[config.mk]
export PLATFORM = sky130hd
export DESIGN_NAME = note_sequencer_flat
export DESIGN_NICKNAME = d
export VERILOG_FILES = /design/src/rtl/music_pkg.sv /design/src/rtl/note_sequencer_if.sv /design/src/rtl/note_pitch_lut.sv /design/src/rtl/note_sequencer.sv /design/src/flat_wrapper.sv
export SDC_FILE = /design/constraint.sdc
export NUM_CORES = 1
export LEC_CHECK = 0
export ABC_AREA = 1
export ABC_CLOCK_PERIOD_IN_PS = 2850
export BUFFER_PORTS_ARGS = -buffer_cell sky130_fd_sc_hd__buf_2
export CAP_MARGIN = 20
export CORE_MARGIN = 3
export CORE_UTILIZATION = 40
export CTS_CLUSTER_DIAMETER = 150
export DETAILED_ROUTE_END_ITERATION = 7
export HOLD_SLACK_MARGIN = 0.12
export PLACE_DENSITY_LB_ADDON = 0.25
export SYNTH_ARGS = -nofsm -noshare
export SYNTH_HDL_FRONTEND = slang
export SYNTH_SLANG_ARGS = --single-unit
[constraint.sdc]
create_clock -name CLK -period 2.85 [get_ports CLK]
set_clock_uncertainty 0.15 [all_clocks]
set_input_delay 0.4275 -clock CLK [delete_from_list [all_inputs] [get_ports CLK]]
set_output_delay 0.4275 -clock CLK [all_outputs]
set_load 0.01 [all_outputs]
[src/rtl/music_pkg.sv]
// Shared types and constants for the song sequencer and its pitch table.
package music_pkg;

  typedef enum logic [2:0] {
    IDLE  = 3'd0,
    FETCH = 3'd1,
    WAIT  = 3'd2,
    PLAY  = 3'd3,
    GAP   = 3'd4,
    DONE  = 3'd5
  } state_t;

  localparam logic [15:0] SONG_END      = 16'hFFFF;
  localparam logic [7:0]  NOTE_MIN      = 8'd36;
  localparam logic [7:0]  NOTE_MAX      = 8'd95;
  localparam int          HALF_PERIOD_W = 20;

  // One song-table word: note code in the high byte, duration ticks in the low byte.
  typedef struct packed {
    logic [7:0] code;
    logic [7:0] dur;
  } song_entry_t;

  // Codes outside the playable MIDI range are treated as rests.
  function automatic logic note_in_range(input logic [7:0] code);
    return (code >= NOTE_MIN) && (code <= NOTE_MAX);
  endfunction

endpackage

[src/rtl/note_sequencer_if.sv]
// Song ROM read port between the sequencer and an external synchronous ROM.
// Protocol: no valid/ready pair; the master drives SONG_ADDR from a register
// and the slave returns SONG_DATA for that address exactly one clock later.
interface note_sequencer_if #(
  parameter int ADDR_W = 10
);
  logic [ADDR_W-1:0] SONG_ADDR;
  logic [15:0]       SONG_DATA;

  modport master (output SONG_ADDR, input SONG_DATA);
  modport slave  (input SONG_ADDR, output SONG_DATA);
endinterface

[src/rtl/note_pitch_lut.sv]
// Combinational MIDI code -> half-period table, round(25e6 / f) for a 50 MHz clock.
module note_pitch_lut
  import music_pkg::*;
(
  input  logic [7:0]               code,
  output logic [HALF_PERIOD_W-1:0] half_period,
  output logic                     valid
);

  // Table lookup; out-of-range codes return 0 and valid=0.
  always_comb begin
    valid       = note_in_range(code);
    half_period = '0;
    case (code)
      8'd36: half_period = 20'd382226;  8'd37: half_period = 20'd360773;
      8'd38: half_period = 20'd340524;  8'd39: half_period = 20'd321412;
      8'd40: half_period = 20'd303373;  8'd41: half_period = 20'd286346;
      8'd42: half_period = 20'd270274;  8'd43: half_period = 20'd255105;
      8'd44: half_period = 20'd240787;  8'd45: half_period = 20'd227273;
      8'd46: half_period = 20'd214517;  8'd47: half_period = 20'd202477;
      8'd48: half_period = 20'd191113;  8'd49: half_period = 20'd180386;
      8'd50: half_period = 20'd170262;  8'd51: half_period = 20'd160706;
      8'd52: half_period = 20'd151686;  8'd53: half_period = 20'd143173;
      8'd54: half_period = 20'd135137;  8'd55: half_period = 20'd127553;
      8'd56: half_period = 20'd120394;  8'd57: half_period = 20'd113636;
      8'd58: half_period = 20'd107258;  8'd59: half_period = 20'd101238;
      8'd60: half_period = 20'd95556;   8'd61: half_period = 20'd90193;
      8'd62: half_period = 20'd85131;   8'd63: half_period = 20'd80353;
      8'd64: half_period = 20'd75843;   8'd65: half_period = 20'd71586;
      8'd66: half_period = 20'd67569;   8'd67: half_period = 20'd63776;
      8'd68: half_period = 20'd60197;   8'd69: half_period = 20'd56818;
      8'd70: half_period = 20'd53629;   8'd71: half_period = 20'd50619;
      8'd72: half_period = 20'd47778;   8'd73: half_period = 20'd45097;
      8'd74: half_period = 20'd42566;   8'd75: half_period = 20'd40177;
      8'd76: half_period = 20'd37922;   8'd77: half_period = 20'd35793;
      8'd78: half_period = 20'd33784;   8'd79: half_period = 20'd31888;
      8'd80: half_period = 20'd30098;   8'd81: half_period = 20'd28409;
      8'd82: half_period = 20'd26815;   8'd83: half_period = 20'd25310;
      8'd84: half_period = 20'd23889;   8'd85: half_period = 20'd22548;
      8'd86: half_period = 20'd21283;   8'd87: half_period = 20'd20088;
      8'd88: half_period = 20'd18961;   8'd89: half_period = 20'd17897;
      8'd90: half_period = 20'd16892;   8'd91: half_period = 20'd15944;
      8'd92: half_period = 20'd15049;   8'd93: half_period = 20'd14205;
      8'd94: half_period = 20'd13407;   8'd95: half_period = 20'd12655;
      default: half_period = '0;
    endcase
  end

endmodule

[src/rtl/note_sequencer.sv]
// Walks the song table in ROM and turns each entry into a half-period,
// note-on level, per-entry strobe and per-tick beat for the tone generator.
module note_sequencer
  import music_pkg::*;
#(
  parameter int ADDR_W     = 10,
  parameter int TICK_DIV   = 6_250_000,
  parameter int GAP_CYCLES = 500_000
) (
  input  logic                     CLK,
  input  logic                     RESET_N,
  input  logic                     START,
  input  logic                     PAUSE,
  note_sequencer_if.master         rom,
  output logic [HALF_PERIOD_W-1:0] HALF_PERIOD,
  output logic                     NOTE_ON,
  output logic                     NOTE_STROBE,
  output logic [7:0]               NOTE_CODE,
  output logic                     BEAT,
  output logic                     MUS_DONE,
  output state_t                   STATE_DBG
);

  localparam int TICK_W = (TICK_DIV > 1) ? $clog2(TICK_DIV) : 1;
  localparam int GAP_W  = (GAP_CYCLES > 1) ? $clog2(GAP_CYCLES) : 1;
  localparam logic [TICK_W-1:0] TICK_LAST = TICK_W'(TICK_DIV - 1);
  localparam logic [GAP_W-1:0]  GAP_LAST  = GAP_W'((GAP_CYCLES > 0) ? GAP_CYCLES - 1 : 0);
  localparam logic [ADDR_W-1:0] ADDR_LAST = '1;

  state_t                   state_q, state_d;
  logic [ADDR_W-1:0]        addr_q, addr_d;
  logic [TICK_W-1:0]        tick_q, tick_d;
  logic [7:0]               dur_q, dur_d;
  logic [GAP_W-1:0]         gap_q, gap_d;
  logic [7:0]               code_q, code_d;
  logic [HALF_PERIOD_W-1:0] half_q, half_d;
  logic                     valid_q, valid_d;
  logic                     strobe_q, strobe_d;
  logic                     advance;

  song_entry_t              entry;
  logic [HALF_PERIOD_W-1:0] lut_half;
  logic                     lut_valid;

  assign entry = song_entry_t'(rom.SONG_DATA);

  note_pitch_lut u_lut (
    .code        (entry.code),
    .half_period (lut_half),
    .valid       (lut_valid)
  );

  // State and counter registers; reset clears every output source at once.
  always_ff @(posedge CLK or negedge RESET_N) begin
    if (!RESET_N) begin
      state_q  <= IDLE;
      addr_q   <= '0;
      tick_q   <= '0;
      dur_q    <= '0;
      gap_q    <= '0;
      code_q   <= '0;
      half_q   <= '0;
      valid_q  <= 1'b0;
      strobe_q <= 1'b0;
    end else begin
      state_q  <= state_d;
      addr_q   <= addr_d;
      tick_q   <= tick_d;
      dur_q    <= dur_d;
      gap_q    <= gap_d;
      code_q   <= code_d;
      half_q   <= half_d;
      valid_q  <= valid_d;
      strobe_q <= strobe_d;
    end
  end

  // Next-state, counter and note-register logic; PAUSE only freezes PLAY/GAP.
  always_comb begin
    state_d  = state_q;
    addr_d   = addr_q;
    tick_d   = tick_q;
    dur_d    = dur_q;
    gap_d    = gap_q;
    code_d   = code_q;
    half_d   = half_q;
    valid_d  = valid_q;
    strobe_d = 1'b0;
    advance  = 1'b0;
    case (state_q)
      IDLE, DONE: begin
        if (START) begin
          state_d = FETCH;
          addr_d  = '0;
        end
      end
      FETCH: state_d = WAIT;
      WAIT: begin
        if (rom.SONG_DATA == SONG_END) begin
          state_d = DONE;
        end else if (entry.dur == 8'd0) begin
          advance = 1'b1;
        end else begin
          state_d  = PLAY;
          dur_d    = entry.dur;
          tick_d   = '0;
          code_d   = entry.code;
          valid_d  = lut_valid;
          strobe_d = 1'b1;
          // A rest keeps the previous pitch so the tone generator sees no glitch.
          if (lut_valid) half_d = lut_half;
        end
      end
      PLAY: begin
        if (!PAUSE) begin
          if (tick_q == TICK_LAST) begin
            tick_d = '0;
            dur_d  = dur_q - 8'd1;
            if (dur_q == 8'd1) begin
              if (GAP_CYCLES == 0) begin
                advance = 1'b1;
              end else begin
                state_d = GAP;
                gap_d   = '0;
              end
            end
          end else begin
            tick_d = tick_q + 1'b1;
          end
        end
      end
      GAP: begin
        if (!PAUSE) begin
          if (gap_q == GAP_LAST) advance = 1'b1;
          else gap_d = gap_q + 1'b1;
        end
      end
      default: state_d = IDLE;
    endcase
    // Moving on from the last table slot ends the song instead of wrapping.
    if (advance) begin
      if (addr_q == ADDR_LAST) begin
        state_d = DONE;
      end else begin
        addr_d  = addr_q + 1'b1;
        state_d = FETCH;
      end
    end
  end

  assign rom.SONG_ADDR = addr_q;
  assign HALF_PERIOD   = half_q;
  assign NOTE_CODE     = code_q;
  assign NOTE_STROBE   = strobe_q;
  assign NOTE_ON       = (state_q == PLAY) && valid_q && !PAUSE;
  assign BEAT          = (state_q == PLAY) && !PAUSE && (tick_q == TICK_LAST);
  assign MUS_DONE      = (state_q == DONE);
  assign STATE_DBG     = state_q;

endmodule

[src/flat_wrapper.sv]
// flat-port wrapper written by rule: the top's interface ports become plain ports
module note_sequencer_flat import music_pkg::*;
#(
  parameter int ADDR_W     = 10,
  parameter int TICK_DIV   = 6_250_000,
  parameter int GAP_CYCLES = 500_000
)
  (CLK, RESET_N, START, PAUSE, HALF_PERIOD, NOTE_ON, NOTE_STROBE, NOTE_CODE, BEAT, MUS_DONE, STATE_DBG, rom_SONG_ADDR, rom_SONG_DATA);
  note_sequencer_if #(.ADDR_W(ADDR_W)) rom_i ();
  input  logic CLK;
  input  logic RESET_N;
  input  logic START;
  input  logic PAUSE;
  output logic [HALF_PERIOD_W-1:0] HALF_PERIOD;
  output logic NOTE_ON;
  output logic NOTE_STROBE;
  output logic [7:0] NOTE_CODE;
  output logic BEAT;
  output logic MUS_DONE;
  output state_t STATE_DBG;
  output wire logic [$bits(rom_i.SONG_ADDR)-1:0] rom_SONG_ADDR;
  input wire logic [$bits(rom_i.SONG_DATA)-1:0] rom_SONG_DATA;
  assign rom_SONG_ADDR = rom_i.SONG_ADDR;
  assign rom_i.SONG_DATA = rom_SONG_DATA;
  note_sequencer #(.ADDR_W(ADDR_W), .TICK_DIV(TICK_DIV), .GAP_CYCLES(GAP_CYCLES)) u_core (.CLK(CLK), .RESET_N(RESET_N), .START(START), .PAUSE(PAUSE), .rom(rom_i), .HALF_PERIOD(HALF_PERIOD), .NOTE_ON(NOTE_ON), .NOTE_STROBE(NOTE_STROBE), .NOTE_CODE(NOTE_CODE), .BEAT(BEAT), .MUS_DONE(MUS_DONE), .STATE_DBG(STATE_DBG));
endmodule
# Word level (Yosys, flattened, before mapping)
# Memories as Yosys holds them, arrays and structs flattened. A register that Yosys moved wholly into a read port is not among the register bits.
# Cells that the tools add are included.
# word_totals
register_bits	93
mem_bits_ro	2432
in_bits	20
output_inout_bits	45
word_cells	97
n_memories	1
# op_classes
addsub	4
magnitude_cmp	2
eq_ne	23
muxes	38
bitwise	2
reduce_logical	18
# mem_list
memory	depth	width	read_ports	rd_clocked_by_memory_dff	wr	line	text
(no name shown)	128	19	1	1	0	note_pitch_lut.sv:14	case (code)
# ops
operator	n
$mux W19	5
$mux W23	4
$pmux W23 S2	1
$mux W10	4
$pmux W19 S2	1
$mux W8	4
$mux W3	8
$add A23 B1 Y23 const B	1
$eq A23 B23 Y1 const B	1
$mux W20	1
$add A19 B1 Y19 const B	1
$eq A19 B19 Y1 const B	1
$eq A16 B16 Y1 const B	1
$pmux W8 S2	1
$pmux W3 S5	1
$reduce_and A6 Y1	2
$add A10 B1 Y10 const B	1
$eq A10 B10 Y1 const B	1
$ne A2 B2 Y1 const B	5
$eq A8 B1 Y1 const B	1
$ge A8 B6 Y1 const B	1
$le A8 B7 Y1 const B	1
$logic_not A8 Y1	1
$reduce_and A4 Y1	2
18 further kinds	37

# Depth between registers and ports, before layout
# Gate-level depths: netlist of the first run.
# logic_depth
depth_word	6
ltp_mapped	13
mapped_depth_nobuf	12

# Cells and area by module
# Synthesis of the first run repeated with hierarchy kept, for this count alone.
# unflattened
hier_cells	1144
area_unflattened_um2	7209.4
# modules_own_cells
module	n_inst	cells_each	area_per_inst_um2
note_sequencer	1	800	5556.6
note_pitch_lut	1	344	1652.8

# Least setup slack after synthesis of the first run
# Ideal clock, no wire load.
# synth_timing
kind	reg2reg
from	reg u_core.gap_q[0]
to	reg u_core.gap_q[15]
setup_ns	0.117
t_arrival_ns	1.592
required_ns	2.583
slack_ns	0.991
path_stages_with_launch	14
n_path_buf	2
period_less_slack_ns	1.859
path_cell_list	dfrtp_1 > ha_1 > buf_2 > nand2_1 > nor2_4 > nand2_2 > nor2_2 > nand2_1 > nand2_2 > nor2_8 > inv_4 > buf_8 > nand2_1 > nand2_1
# synth_between
elab_chain_len	4
word_cells_on_any_way	7
cone_classes	add/sub (1); eq/ne (2); mux (3); reduce/logical (1)
# synth_rtl
element	line	text
start: declaration	note_sequencer.sv:34	logic [GAP_W-1:0] gap_q, gap_d;
start signal: assignment	note_sequencer.sv:70	gap_q <= gap_d;
$add A19 B1 Y19	note_sequencer.sv:135	else gap_d = gap_q + 1'b1;
$mux W19	note_sequencer.sv:134	if (gap_q == GAP_LAST) advance = 1'b1;
$mux W19	note_sequencer.sv:133	if (!PAUSE) begin
$pmux W19 S2	note_sequencer.sv:90	case (state_q)
# Several ways; a longest one is shown, not always the timed one. The select of a mux whose other input is x is not followed.
# A chain may end at the register's enable or synchronous reset.

# Worst setup path in the final report of the first run
# layout_timing
from	reg u_core.tick_q[1]
to	out BEAT
# layout_between
elab_chain_len	2
# layout_rtl
element	line	text
start: declaration	note_sequencer.sv:32	logic [TICK_W-1:0] tick_q, tick_d;
start signal: assignment	note_sequencer.sv:68	tick_q <= tick_d;
$eq A23 B23 Y1	note_sequencer.sv:156	assign BEAT = (state_q == PLAY) && !PAUSE && (tick_q == TICK_LAST);
$logic_and A1 B1 Y1	note_sequencer.sv:156	
end: declaration	flat_wrapper.sv:18	output logic BEAT;
# Every way passes these cells.

==> results of run 1 <==
[worst reg2reg max path, stage by stage (launching register included)]
cell,delay [ps]
dfrtp_1,460
inv_2,120
nand3_4,120
inv_2,250
nand2_1,140
nand2_1,130
nand3_4,300
nor2_4,300
inv_2,140
nand2_1,80
o21ai_1,50
[cell usage in the layout, fill, tap and decap left out, types with 6 or more instances in the layout]
cell type  Yosys  routed
nand2_1      363     363
nor2_1       116     116
inv_1         95      95
dfrtp_1       92      92
o21ai_0       85      85
nand3_1       84      84
buf_2         14      62
xor2_1        29      29
nand4_1       28      28
a21oi_1       27      27
buf_4          5      20
nor3_1        14      14
ha_1          13      13
o21ai_1       12      12
inv_2         10      10
clkbuf_16      0       9
o21ai_2        8       8
o211ai_1       7       7
nand2_2        6       6
[kinds of logic after synthesis]
family | Yosys count | synth area share
AND/OR/NAND/NOR | 632 | 0.388
adder cells (fa/ha/maj) | 13 | 0.0232
AO/OA/AOI/OAI | 163 | 0.132
other | 1 | 0.000534
XOR/XNOR | 31 | 0.0386
buffers and inverters | 147 | 0.0901
flip-flops | 92 | 0.328
[power breakdown]
group          total [uW]  internal (uW)  switching (uW)  leakage [uW]
clock                1220            703             521      0.000149
sequential           1450           1360            84.3       0.00115
combinational         515            174             341       0.00267
[per-layer routing]
| layer | track usage | up-vias |
|---|---|---|
| met5 | 0 | - |
| met4 | 0.0806 | 0 |
| met3 | 0.0424 | 71 |
| met2 | 0.350 | 303 |
| met1 | 0.278 | 3294 |
| li1 | - | 3611 |
[path summary, 6_finish.rpt]
path,from,endpoint,slack (ps),depth (start not counted)
worst max-delay path,u_core.tick_q[1],BEAT,420,6
worst min-delay path,rom_SONG_DATA[15],u_core.NOTE_CODE[7],230,3
worst max register to register,u_core.STATE_DBG[2],u_core.dur_q[5],510,10
worst min register to register,u_core.HALF_PERIOD[3],u_core.HALF_PERIOD[3],330,2
max in group asynchronous,RESET_N,u_core.gap_q[14],1380,3
min in group asynchronous,RESET_N,u_core.tick_q[5],520,2
[cells in the mapped netlist, types with 4 or more instances]
cell | instances | area [um2]
a21oi_1 | 27 | 135
a31oi_1 | 4 | 25.0
buf_2 | 14 | 70.1
buf_4 | 5 | 37.5
buf_6 | 4 | 45.0
clkbuf_1 | 13 | 48.8
dfrtp_1 | 92 | 2300
ha_1 | 13 | 163
inv_1 | 95 | 357
inv_2 | 10 | 37.5
nand2_1 | 363 | 1360
nand2_2 | 6 | 37.5
nand3_1 | 84 | 420
nand4_1 | 28 | 175
nor2_1 | 116 | 435
nor3_1 | 14 | 70.1
o211ai_1 | 7 | 52.6
o21ai_0 | 85 | 425
o21ai_1 | 12 | 60.1
o21ai_2 | 8 | 70.1
o31ai_1 | 4 | 30.0
xor2_1 | 29 | 254
[repair_timing]
item	CTS	global route
hold buffers	1	0
resized for setup	0	0
setup endpoints to repair	0	0
hold endpoints to repair	50	0
[area by class of cell]
type / instances / area [um2]
multi-input combinational: 840 / 4090
clock buffer: 10 / 239
sequential: 92 / 2300
tap: 220 / 275
inverter: 110 / 417
fill: 1716 / 9000
clock inverter: 6 / 61.3
timing repair buffer: 84 / 490
[metrics by stage]
| stage | hold slack, ps | cell area [um2] | util | worst slack [ps] | cells |
|---|---|---|---|---|---|
| detailed placement | 310 | 7560 | 0.448 | 281 | 1345 |
| floorplan | -18.1 | 7030 | - | 991 | 1079 |
| CTS | 206 | 7880 | 0.467 | 400 | 1362 |
| global route | 241 | 7880 | 0.467 | 271 | 1362 |
| global placement | 313 | 7560 | 0.448 | 301 | 1345 |
| finish | 226 | 7880 | 0.467 | 418 | 1362 |
[registers in the layout, indices dropped and copies added (netlist names)]
name,cells
u_core.NOTE_CODE,8
u_core.dur_q,8
u_core.HALF_PERIOD,19
u_core.gap_q,19
u_core.rom.SONG_ADDR,10
u_core.STATE_DBG,3
u_core.tick_q,23
u_core.valid_q,1
u_core.NOTE_STROBE,1
==> qor.csv, run 1 <==
metric;value;unit
met1_length;8980;um
drc;0;
antenna_found_initial;0;
drv_slew;0;
max_freq;411;MHz
synth-seq-cells;92;
cts_max_path_buffers;2;
crit_family;simple AND/OR/NAND/NOR gates;
cts_num_sinks;92;
slew_headroom;0.537;
cp.required;2270;ps
grt_pass1_wl;34200;um
status;complete, no violations;
crit_buf_inv;2;
critPathLaunchType;register;
yosys_warnings;0;
port_buffers;63;
synthCells;1079;
drtIter0Drc;710;
synth-main-ff-cell;dfrtp_1;
seq_area_frac_synth;0.328;
fin_crit_sh;0.853;
rsz0062_at_grt;false;
layout-drive-gt1-share;0.125;
setup_viol;0;
tns;0;ps
crit_type;reg -> out;
synth_edf_count;0;
num_io_pins;65;
die_y;139;um
via_per_inst;5.34;
grt_max_degree;55;
worst_setup_path_end_kind;primary output;
rows;47;
diodes;0;
drt_wl_total;20700;um
clk_latency;350;ps
gp_congestion;1.06;
ant_nets;0;
wl_met3;1460;um
cts-root-buf;clkbuf_16;
synth_cell_types;48;
grt_pass1_vias;6839;
die-area;0.0192;mm2
routedWlPerCell;15.2;um
area_growth_syn_to_layout;12.1;%
cp_max_fo;6;
min_path_type;in -> reg;
place.detailed.hpwl;15700;um
synth_area_per_cell;6.51;um2
leakage;0.00397;uW
ir_worst_vdd;0.281;mV
wl_met2;9530;um
synth_nets;1112;
cp_cell_sequence;ha_1, nand3_1, inv_1, nand4_1, nor2_1, buf_2;
clk_pin_slew;60;ps
syn-cell-area;0.00703;mm2
drtPass1Iterations;5;
cts_max_level;3;
power;3190;uW
post_cts_buffers;0;
synthArstFlopShare;1.00;
top_layer;met4;
cts_tree;done;
cpPeakStageDelay;370;ps
slowest_stage;dfrtp_1;
numCtsBuffers;9;
crit_arrival;1850;ps
track_usage;0.213;
grt_overflow;0;
core_area;0.0169;mm2
via_count;7279;
finalCriticalPeriod;2430;ps
start_util;0.416;
power.density;405;mW/mm2
finalNetCount;1170;
drv_cap;0;
hold_violations;0;
worst_pin_slew;695;ps
fp.dieW;139;um
(Power assumes the default switching activity.)
==> run 2: changes to the inputs <==
Settings changed: BUFFER_PORTS_ARGS -buffer_cell sky130_fd_sc_hd__buf_2 to -buffer_cell sky130_fd_sc_hd__buf_4.
==> run 2 against run 1 <==
Net effect:
- die area stayed put
- utilization is 0.53 points higher
- worst hold slack worse by 25 ps
- register-to-register slack better by 30 ps
- critical path depth stayed put
- clock-buffer cell count is 2 higher
- global-route usage is 0.51 points higher
- via count hardly changed
- first-iteration DRC count is 27% lower
==> qor.csv, run 2 (synthesis gave the netlist of run 1 again) <==
metric;value;unit;change
antenna_found_initial;0;;unchanged
ant_nets;0;;unchanged
final_common_cell;nand2_1;;
die-area;0.0192;mm2;unchanged
max_freq;420;MHz;+2.1%
hold_violations;0;;unchanged
via_count;7277;;-0.027%
slew_headroom;0.498;;-0.0387
status;complete, no violations;;
wl_met2;9720;um;+2.0%
cts_max_level;3;;unchanged
clk_latency;350;ps;about the same
cts_num_sinks;92;;unchanged
via_per_inst;5.36;;+0.34%
clk_pin_slew;70;ps;about the same
drt_wl_total;20700;um;+0.10%
power;3110;uW;-2.3%
diodes;0;;unchanged
start_util;0.416;;unchanged
largest-register;u_core.tick_q;;
routedWlPerCell;15.3;um;+0.47%
core_area;0.0169;mm2;unchanged
area_growth_syn_to_layout;13.4;%;
crit_arrival;1800;ps;-50 ps
final_cell_area;0.00797;mm2;+1.1%
port_buffers;63;;unchanged
post_cts_buffers;0;;unchanged
die_y;139;um;unchanged
leakage;0.00395;uW;-0.37%
worst_setup_path_end_kind;primary output;;
rows;47;;unchanged
final_cell_mix;363 x nand2_1, 116 x nor2_1, 95 x inv_1, 92 x dfrtp_1, 85 x o21ai_0;;
cts-root-buf;clkbuf_16;;
tns;0;ps;unchanged
fin_crit_sh;0.836;;-0.0177
grt_pass1_vias;7075;;+3.5%
drv_slew;0;;unchanged
critPathLaunchType;register;;
finalCriticalPeriod;2380;ps;-50.3 ps
ir_worst_vdd;0.268;mV;-4.6%
largest_reg_flops;23;;unchanged
crit_type;reg -> out;;
drtPass1Iterations;7;;+2
grt_max_degree;58;;+5.5%
layout-drive-gt1-share;0.120;;-0.00473
fp.dieW;139;um;unchanged
rsz0062_at_grt;false;;
numCtsBuffers;9;;unchanged
ctsResizeCount;0;;unchanged
cts_max_path_buffers;2;;unchanged
cts_tree;done;;
track_usage;0.218;;+0.00505
final_core_util;0.472;;+0.00534
place_area;0.00768;mm2;+1.5%
grt_pass1_wl;35100;um;+2.4%
cp.required;2270;ps;about the same
wl_met3;1210;um;-17%
top_layer;met4;;
drtIter0Drc;519;;-27%
worst_pin_slew;753;ps;+58.0 ps
drv_cap;0;;unchanged
num_io_pins;65;;unchanged
min_path_type;in -> reg;;
cp_max_fo;6;;unchanged
drc;0;;unchanged
setup_viol;0;;unchanged
finalNetCount;1166;;-0.34%
met1_length;9050;um;+0.80%
gp_congestion;1.03;;-2.2%
grt_overflow;0;;unchanged
place.detailed.hpwl;15700;um;+0.14%
power.density;391;mW/mm2;-3.4%
## run 2: layer usage
metal	GRT usage	vias to the layer above
li1	-	3598
met1	0.281	3331
met2	0.368	274
met3	0.0372	74
met4	0.0832	0
met5	0	-
## run 2: worst paths after layout
check	from	end	slack (ps)	cells past startpoint
worst max-delay path	u_core.tick_q[1]	BEAT	470	6
worst min-delay path	rom_SONG_DATA[15]	u_core.NOTE_CODE[7]	200	3
worst max register to register	u_core.gap_q[0]	u_core.STATE_DBG[2]	540	12
worst min register to register	u_core.HALF_PERIOD[16]	u_core.HALF_PERIOD[16]	330	2
max in group asynchronous	RESET_N	u_core.rom.SONG_ADDR[9]	1300	3
min in group asynchronous	RESET_N	u_core.dur_q[4]	530	2
## run 2: stage by stage
step | hold WS (ps) | setup WS [ps] | instances
finish | 201 | 468 | 1357
global route | 185 | 232 | 1357
CTS | 177 | 450 | 1357
detailed placement | 316 | 378 | 1341
global placement | 316 | 353 | 1341
floorplan | -18.1 | 991 | 1079
## run 2: layout make-up
cell class / count / area (um2)
Clock buffer: 12 / 256
Clock inverter: 3 / 21.3
Fill cell: 1761 / 8910
Inverter: 110 / 417
Multi-Input combinational cell: 840 / 4090
Sequential cell: 92 / 2300
Tap cell: 220 / 275
Timing Repair Buffer: 80 / 603
## run 2: power breakdown
part	internal [uW]	switching, uW	leakage [uW]
Combinational	177	340	0.00267
Sequential	1360	88.5	0.00115
Clock	637	508	0.000135
## run 2: worst max-delay path: stages, from the launching register on
cell	delay [ps]
dfrtp_1	380
ha_1	290
nand3_1	160
inv_1	190
nand4_1	160
nor2_1	140
buf_4	130
## run 2: timing repair
item | CTS | global route
endpoints found under the setup margin | 0 | 0
hold endpoints to repair | 54 | 0
hold buffers | 1 | 0
==> run 3: changes to the inputs <==
Settings changed: ABC_CLOCK_PERIOD_IN_PS 2850 to 2350.
Clock period 2.85 ns to 2.35 ns, I/O delays scaled along.
==> run 3 against run 2 <==
Net effect:
- total power up 26%
- combinational power grew 30%
- clock power increased by 30%
- flip-flop and latch count unchanged
- non-clock buffer count is 30 higher
- utilization is 1.6 points higher
- first-iteration DRC count increased by 24%
- worst setup slack worse by 360 ps
==> qor.csv, run 3 (synthesis gave the netlist of run 1 again) <==
metric;value;unit;change
status;complete, no violations;;
setup_ws;108;ps;-360 ps
routedWlPerCell;15.1;um;-1.1%
min_path_type;in -> reg;;
layout-drive-gt1-share;0.146;;+0.0251
multiInputGateArea;0.00410;mm2;+0.15%
drt_wl_total;21000;um;+1.1%
cts_tree;done;;
clk_pin_slew;70;ps;about the same
post_cts_buffers;0;;unchanged
drc;0;;unchanged
crit_type;reg -> out;;
n_fill_cell;1685;;-4.3%
crit_family;simple AND/OR/NAND/NOR gates;;
worst_setup_path_end_kind;primary output;;
crit_top_cell;nand4_1;;
final_cell_mix;363 x nand2_1, 116 x nor2_1, 107 x buf_4, 95 x inv_1, 91 x dfrtp_1;;
worst-r2r-setup-slack;230;ps;-310 ps
r2r-end;u_core.dur_q[5];;
gp_congestion;0.970;;-6.0%
largest-register;u_core.tick_q;;
final_common_cell;nand2_1;;
ant_nets;0;;unchanged
cpPeakStageDelay;420;ps;+40 ps
die-area;0.0192;mm2;unchanged
drv_cap;0;;unchanged
cp_max_fo;4;;-2
cts_max_path_buffers;2;;unchanged
area_growth_syn_to_layout;17.2;%;
grt_max_degree;47;;-19%
crit_cells;6;;unchanged
crit_arrival;1740;ps;-60 ps
cts_max_level;3;;unchanged
power.density;474;mW/mm2;+21%
antenna_found_initial;0;;unchanged
numCtsBuffers;9;;unchanged
crit_buf_inv;2;;unchanged
finalCriticalPeriod;2240;ps;
cp.required;1850;ps;-420 ps
cts_num_sinks;92;;unchanged
critPathLaunchType;register;;
crit_start;u_core.tick_q[8];;
track_usage;0.218;;-0.000257
finalNetCount;1196;;+2.6%
core_area;0.0169;mm2;unchanged
worst_r2r_path_depth;9;;-3
grt_overflow;0;;unchanged
regArea;0.00230;mm2;about the same
ir_worst_vdd;0.347;mV;+30%
via_count;7294;;+0.23%
start_util;0.416;;unchanged
grt_pass1_wl;34600;um;-1.2%
num_io_pins;65;;unchanged
hold_violations;0;;unchanged
fin_crit_sh;0.954;;
rows;47;;unchanged
fp.dieW;139;um;unchanged
drtIter0Drc;645;;+24%
place_inst;1370;;+2.2%
cp_cell_sequence;inv_1, nand4_1, nor4_2, nand4_1, nor2_1, buf_4;;
leakage;0.00411;uW;+4.1%
drtPass1Iterations;5;;-2
setup_viol;0;;unchanged
cts-root-buf;clkbuf_16;;
diodes;0;;unchanged
max_freq;446;MHz;
crit_end;BEAT;;
final_core_util;0.488;;+0.0160
rsz0062_at_grt;false;;
die_y;139;um;unchanged
place.detailed.hpwl;16200;um;+2.7%
clk_latency;350;ps;about the same
largest_reg_flops;23;;unchanged
port_buffers;63;;unchanged
via_per_inst;5.26;;-2.0%
drv_slew;0;;unchanged
reg2reg_from;u_core.STATE_DBG[1];;
slowest_stage;dfrtp_1;;
dp_slack;43.2;ps;-334 ps
grt_pass1_vias;7052;;-0.33%
fin_cells;1388;;+2.3%
-- run 3: cell types whose count changed in the layout (fill, tap and decap cells not counted), sizes merged --
cell and change:
dlygate4sd3 +1, buf +29, clkinvlp +1, bufinv +1
clkinv +2, clkbuf -3
-- run 3: cell type report --
| cell class | instances | share of cell area |
|---|---|---|
| clock buffer | 9 | 0.0273 |
| multi-input combinational | 840 | 0.497 |
| timing repair buffer | 110 | 0.102 |
| clock inverter | 7 | 0.00912 |
| tap | 220 | 0.0334 |
| inverter | 110 | 0.0506 |
| sequential | 92 | 0.280 |
-- run 3: worst min-delay path by stage --
stage | start | to | cells after the start
after floorplan | RESET_N | u_core.HALF_PERIOD[0] | 0
after global placement | RESET_N | u_core.dur_q[3] | 1
after detailed placement | RESET_N | u_core.dur_q[3] | 1
after CTS | START | u_core.rom.SONG_ADDR[3] | 4
after global routing | START | u_core.rom.SONG_ADDR[5] | 4
final | START | u_core.rom.SONG_ADDR[4] | 4
-- run 3: worst reg2reg max path, cell delays in order, from the launching register on --
cell and delay [ps]:
dfrtp_1 540, nand3_4 180, inv_2 100, nand2_1 100
nand2_1 120, nand3_4 250, nor2_4 290, inv_2 140
nand2_1 90, o21ai_1 60
-- run 3: per-layer routing --
layer,vias up,global-route usage,share of wire
met5,-,0,0
met4,0,0.0952,0.036
met3,61,0.0345,0.052
met2,225,0.369,0.48
met1,3344,0.276,0.43
li1,3664,-,-
-- run 3: power breakdown --
part           switching (uW)  internal, uW  total [uW]
Combinational             419           250         669
Sequential                107          1650        1760
Clock                     649           830        1480
Total                    1170          2730        3910
-- run 3: repair_timing --
item	in CTS	in global routing
hold buffers	2	0
endpoints found under the setup margin	0	4
hold endpoints to repair	31	0
resized for setup	0	2
-- run 3: stage by stage --
step / power, uW / hold slack, ps / cell area (um2) / TNS (ps)
global route: 4130 / 189 / 8240 / 0
finish: 3910 / 166 / 8240 / 0
floorplan: 2170 / -93.1 / 7030 / 0
global placement: 2450 / 185 / 7910 / -23.6
CTS: 3930 / 155 / 8230 / 0
detailed placement: 2440 / 189 / 7910 / 0
